**src/rtl/alu_req_sequencer.sv**
```systemverilog
// Request/response sequencer for an external combinational ALU: accepts one request,
// issues it for a single cycle, captures the result and holds it until consumed.
module alu_req_sequencer #(
   parameter int WIDTH = 32,
   parameter int TAG_W = 4
) (
   input  logic             clk,
   input  logic             rst,
   input  logic             in_valid,
   output logic             in_ready,
   input  logic [2:0]       in_opcode,
   input  logic [WIDTH-1:0] in_a,
   input  logic [WIDTH-1:0] in_b,
   input  logic [TAG_W-1:0] in_tag,
   output logic [WIDTH-1:0] alu_a,
   output logic [WIDTH-1:0] alu_b,
   output logic [2:0]       alu_opcode,
   input  logic [WIDTH-1:0] alu_result,
   output logic             out_valid,
   input  logic             out_ready,
   output logic [WIDTH-1:0] out_result,
   output logic [TAG_W-1:0] out_tag,
   output logic             out_err,
   output logic [15:0]      op_count
);

   localparam logic [2:0] OP_XOR = 3'b011;
   localparam logic [2:0] OP_NE  = 3'b100;

   typedef enum logic [1:0] {IDLE, ISSUE, RESP} state_t;

   state_t             r_state;
   logic               r_out_valid;
   logic [WIDTH-1:0]   r_out_result;
   logic [TAG_W-1:0]   r_out_tag;
   logic               r_out_err;
   logic [15:0]        r_op_count;
   logic [WIDTH-1:0]   r_alu_a;
   logic [WIDTH-1:0]   r_alu_b;
   logic [2:0]         r_alu_opcode;
   logic               w_accept;

   function automatic logic is_legal(input logic [2:0] op);
      return (op == OP_XOR) || (op == OP_NE);
   endfunction

   function automatic logic [15:0] sat_inc(input logic [15:0] v);
      return (v == 16'hFFFF) ? v : v + 16'd1;
   endfunction

   // in_ready decodes registered state only; rst masks it so nothing is taken during reset
   assign in_ready   = (r_state == IDLE) && !rst;
   assign w_accept   = in_valid && in_ready;

   assign out_valid  = r_out_valid;
   assign out_result = r_out_result;
   assign out_tag    = r_out_tag;
   assign out_err    = r_out_err;
   assign op_count   = r_op_count;
   assign alu_a      = r_alu_a;
   assign alu_b      = r_alu_b;
   assign alu_opcode = r_alu_opcode;

   always_ff @(posedge clk) begin
      if (rst) begin
         r_state      <= IDLE;
         r_out_valid  <= 1'b0;
         r_out_result <= '0;
         r_out_tag    <= '0;
         r_out_err    <= 1'b0;
         r_op_count   <= '0;
         r_alu_a      <= '0;
         r_alu_b      <= '0;
         r_alu_opcode <= '0;
      end else begin
         case (r_state)
            IDLE: begin
               if (w_accept) begin
                  r_out_tag <= in_tag;
                  if (is_legal(in_opcode)) begin
                     // ALU operand registers change only on a legal issue
                     r_alu_a      <= in_a;
                     r_alu_b      <= in_b;
                     r_alu_opcode <= in_opcode;
                     r_out_err    <= 1'b0;
                     r_state      <= ISSUE;
                  end else begin
                     r_out_result <= '0;
                     r_out_err    <= 1'b1;
                     r_out_valid  <= 1'b1;
                     r_state      <= RESP;
                  end
               end
            end
            ISSUE: begin
               r_out_result <= alu_result;
               r_out_valid  <= 1'b1;
               r_state      <= RESP;
            end
            RESP: begin
               if (out_ready) begin
                  r_out_valid <= 1'b0;
                  r_state     <= IDLE;
                  if (!r_out_err) r_op_count <= sat_inc(r_op_count);
               end
            end
            default: begin
               r_out_valid <= 1'b0;
               r_state     <= IDLE;
            end
         endcase
      end
   end

endmodule

```
**config.mk**
```make
export PLATFORM = sky130hd
export DESIGN_NAME = alu_req_sequencer
export DESIGN_NICKNAME = d
export VERILOG_FILES = /design/src/rtl/alu_req_sequencer.sv
export SDC_FILE = /design/constraint.sdc
export NUM_CORES = 1
export LEC_CHECK = 0
export CAP_MARGIN = 20
export CORE_MARGIN = 2
export CORE_UTILIZATION = 50
export CTS_BUF_LIST = sky130_fd_sc_hd__clkbuf_8
export DETAILED_ROUTE_END_ITERATION = 7
export DONT_BUFFER_PORTS = 1
export GPL_ROUTABILITY_DRIVEN = 0
export SLEW_MARGIN = 10
export SYNTH_ARGS = -nofsm -noshare
export SYNTH_HDL_FRONTEND = slang
export SYNTH_SLANG_ARGS = --single-unit
```
**constraint.sdc**
```tcl
create_clock -name clk -period 2.8 [get_ports clk]
set_input_delay 0.28 -clock clk [delete_from_list [all_inputs] [get_ports clk]]
set_output_delay 0.28 -clock clk [all_outputs]
set_load 0.005 [all_outputs]
```
# Word-level counts from Yosys, hierarchy flattened
# Cells that the tools add are included.
dict set report word_totals {
  mem_bits_rw 0
  rom_bits 0
  latch_bits 0
  n_memories 0
  regBits 123
}
dict set report op_classes {
  order_cmp 0
  bitwise 2
  n_mul 0
  div 0
  muxes 12
  shift 0
  n_reduce_logical 12
  n_eq_ne 8
  n_addsub 1
}
# op count
set ops {}
lappend ops {{2-to-1 mux 32 bit} 2}
lappend ops {{one-hot mux 32 bit (2 select lines)} 1}
lappend ops {{adder 16 x 1 -> 16 bit (second input constant)} 1}
lappend ops {{equality test 16 bit (second input constant)} 1}
lappend ops {{AND reduction 3 bit} 3}
lappend ops {{2-to-1 mux 2 bit} 3}
lappend ops {{inequality test 2 bit (second input constant)} 3}
lappend ops {{one-hot mux 2 bit (3 select lines)} 1}
lappend ops {{2-to-1 mux 1 bit} 4}
lappend ops {{AND reduction 2 bit} 2}
lappend ops {{AND reduction 4 bit} 1}
lappend ops {{equality test 3 x 2 -> 1 bit (second input constant)} 1}
lappend ops {{equality test 3 bit (second input constant)} 1}
lappend ops {{one-hot mux 1 bit (3 select lines)} 1}
lappend ops {{equality test 2 x 1 -> 1 bit (second input constant)} 1}
lappend ops {{equality test 2 bit (second input constant)} 1}
lappend ops {{logical AND 1 bit} 2}
lappend ops {{logical NOT 2 bit} 1}
lappend ops {{inverter 1 bit} 2}
lappend ops {{nonzero test 2 bit} 1}
lappend ops {{logical NOT 1 bit} 1}
lappend ops {{logical OR 1 bit} 1}

# Depth between registers and ports, before layout
dict set report depth {
  ltp_word 5
  ltp_mapped 7
  mapped_depth_nobuf 5
}

# Worst setup path before layout
# OpenSTA, ideal clock, no wires.
dict set report synth_timing {
  path_kind {flip-flop to flip-flop}
  startpoint {reg r_op_count[0], in the netlist op_count[0]}
  endpoint {reg r_op_count[1], in the netlist op_count[1]}
  setup_time_ns 0.128
  slack_ns 1.076
  path_buffers 1
  t_required_ns 2.672
  arrival_time_ns 1.597
  path_stages_with_launch 7
  path_cell_list {dfxtp_1 > ha_1 > nand3_1 > o41ai_4 > buf_6 > mux2i_1 > nor2_1}
}
dict set report synth_via {
  elab_chain_cells 3
}
# item line_no
set synth_rtl {}
lappend synth_rtl {{from (decl)} 37} ;# logic [15:0] r_op_count;
lappend synth_rtl {{from (signal assigned)} 104} ;# if (!r_out_err) r_op_count <= sat_inc(r_op_count);
lappend synth_rtl {{branches (longest 3 deep; another with adder 16 x 1 -> 16 bit)} n/a}
# Parallel ways; which one is timed is not known.
# A chain may end at the register's enable or synchronous reset.

# Final worst setup path
# Same ends and word-level chain as after synthesis.

==> metrics.yaml <==
job:
  cap_violations: 0
synth:
  ys_types: 41
  synth.cell_area_sq_um: 4397
  synth_area_leader_cell: "dfxtp_1"
  syn-num-nets: 600
  synth_seq_cells: 123
  ys_seq_area_frac: 0.5600
  synthCells: 492
  synthTopCellsByArea: "dfxtp_1, nand2_1, a21oi_1"
  synth-async-reset-ratio: 0
  syn_area_per_cell_sq_um: 8.936
  yosys_warnings: 0
  synth_top_area_frac: 0.5600
  synth_edf_count: 0
  synth_flop_cell: "dfxtp_1"
floorplanning:
  dieArea_sq_um: 9560
  die_h_microns: 97.78
  ios: 229
  initial_utilization: 0.5091
  rows: 34
  core_sq_um: 8636
  die_w_microns: 97.78
detailed_routing:
  ant_nets: 0
  viasPerCell: 5.452
  drt_wl_total_microns: 11740
  drt-initial-drc-count: 94
  wire_per_inst_microns: 16.75
  drc: 0
  first_pass_iters: 4
  vias: 3822
power_and_ir_drop:
  power_density_nw_per_um2: 630.7
  p_leak_nw: 2.078
  power_mw: 3.695
  vdd_drop_max_v: 0.0004332
global_route:
  grt_overflow: 0
  grt_pass1_vias: 3724
  grt_max_degree: 84
  grt_use_total: 0.2373
  grt_pass1_wl_microns: 18390
  antenna_found_initial: 0
clock_network:
  cts_resized: 0
  cts_hold_buf: 95
  tritoncts: "built"
  post_cts_buffers: 0
  clock_path_buffers: 2
  root_buffer: "clkbuf_8"
  clk_latency_ps: 410
  cts-buffers-inserted: 17
  clkTransAtPathRegs_ps: 70
  htreeDepth: 4
  cts.sinks: 123
critical_path:
  r2r_slack_ps: 690
  r2r_end: "op_count[1]"
  crit_cells: 5
  end_kind: "flip-flop"
  cp_data_required_time_ps: 3090
  reg2reg_depth: 5
  slowest_stage: "o41ai_4"
  cp_top_family: "compound AO/OA/AOI/OAI gates"
  cp.arrival_ps: 2410
  path_cells: "ha_1, nand3_1, o41ai_4, mux2i_1, nor2_1"
  cp.buffers_inverters: 0
  cp-start-kind: "flip-flop"
  crit_type: "reg -> reg"
  crit_path_max_fanout: 16
  slowest_delay_ps: 770
  regToRegStartpoint: "op_count[0]"
timing:
  worst_pin_slew_ps: 766.6
  fmax_ghz: 0.4729
  rsz0062_at_grt: "false"
  holdWs_ps: 21.29
  final_hold_viol_count: 0
  fin_worst_skew_ps: 10.98
  report.final.setup_viol: 0
  drv_slew: 0
  period_share: 0.7552
  max_slew_margin: 0.4872
  worst_slack_ps: 685.5
  setup_tns_ps: 0
  period_needed_ps: 2114
placement:
  dp_cells: 574
  dp_slack_ps: 702.7
  place_hpwl_microns: 7187
  port_buffers: 0
  dpl-instance-area_sq_um: 4466
cells_and_area:
  postLayoutCellArea_sq_um: 5858
  area_growth_pct: 33.24
  fin_nets: 689
  diodes: 0
  drive_gt1_frac: 0.07757
  fin_cells: 701
  fin_util: 0.6784
min_path:
  min_to: "alu_a[24]"
  timing.hold.worst.start: "in_a[24]"
  whs_path_depth: 2
  worst_hold_path_type: "in -> reg"
status:
  status: "finished clean"
per-layer routing:
metal	global-route usage	share of wire	vias to the layer above
met5	0	0	-
met4	0.07692	0.015	0
met2	0.4127	0.50	185
met1	0.2643	0.39	1749
li1	-	-	1876
met3	0.09878	0.095	12
logic make-up after synthesis:
group	Yosys count	share of synthesized area
simple gates	194	0.1969
compound gates	134	0.1941
flops	123	0.5600
buf+inv	36	0.03728
xor+xnor	2	0.003985
mux	2	0.004838
fa+ha+maj	1	0.002845
state kept, by name, indices dropped and copies added (netlist names):
name and count:
alu_a 32, alu_b 32, out_result 32, op_count 16, out_tag 4, alu_opcode 3, r_state 2, out_err 1
out_valid 1
cell type report:
type	instances	area, sq um
Tap cell	108	135.1
Multi-Input combinational cell	333	1795
Timing Repair Buffer	102	1036
Fill cell	691	2778
Clock buffer	17	234.0
Clock inverter	14	180.2
Inverter	4	15.01
Sequential cell	123	2462
synth_stat cells (all sizes together), types with 2 or more instances:
master  count
nor3        3
nor3b       3
nand3       5
and3        3
inv         4
clkbuf     16
nor2       11
nand4       4
a21oi      78
dfxtp     123
or3         5
a22o       32
o21ai      11
or4         5
nor2b       2
nand2     141
and4        2
o31ai       6
xor2        2
buf        16
nand2b      6
worst max path at each step:
| stage | end | slack (ps) | startpoint |
|---|---|---|---|
| 4_1_cts | op_count[1] | 670 | op_count[0] |
| 3_3_place_gp | op_count[1] | 780 | op_count[0] |
| 3_5_place_dp | op_count[1] | 700 | op_count[0] |
| 6_report | op_count[1] | 690 | op_count[0] |
| 5_1_grt | op_count[1] | 460 | op_count[0] |
| 2_1_floorplan | op_count[1] | 1080 | op_count[0] |
worst reg2reg max path, delay by kind of cell (launching register included):
kind                       cells  cell delay, ps
DFF                            1             440
muxes                          1             260
adders and majority gates      1             230
and+or+nand+nor                2             300
AOI/OAI and AO/OA              1             780
cells in the final DEF (no fill, tap or decap), drive strengths merged, types with 2 or more instances in the layout:
cell type,n
a21oi,78
dfxtp,123
nand2b,6
xor2,2
nand3,5
nor3,3
inv,5
nor2b,2
nor2,11
and4,2
nor3b,3
clkinvlp,3
dlygate4sd3,95
nand4,4
bufinv,4
a22o,32
clkbuf,17
or4,5
o31ai,6
and3,3
clkinv,6
buf,7
o21ai,11
or3,5
nand2,141
power breakdown:
group	internal [mW]	switching, mW
combinational	0.136	0.106
clock	0.954	0.677
sequential	1.79	0.0361
total	2.88	0.819
Note: power is estimated with default switching activity, not from simulation.
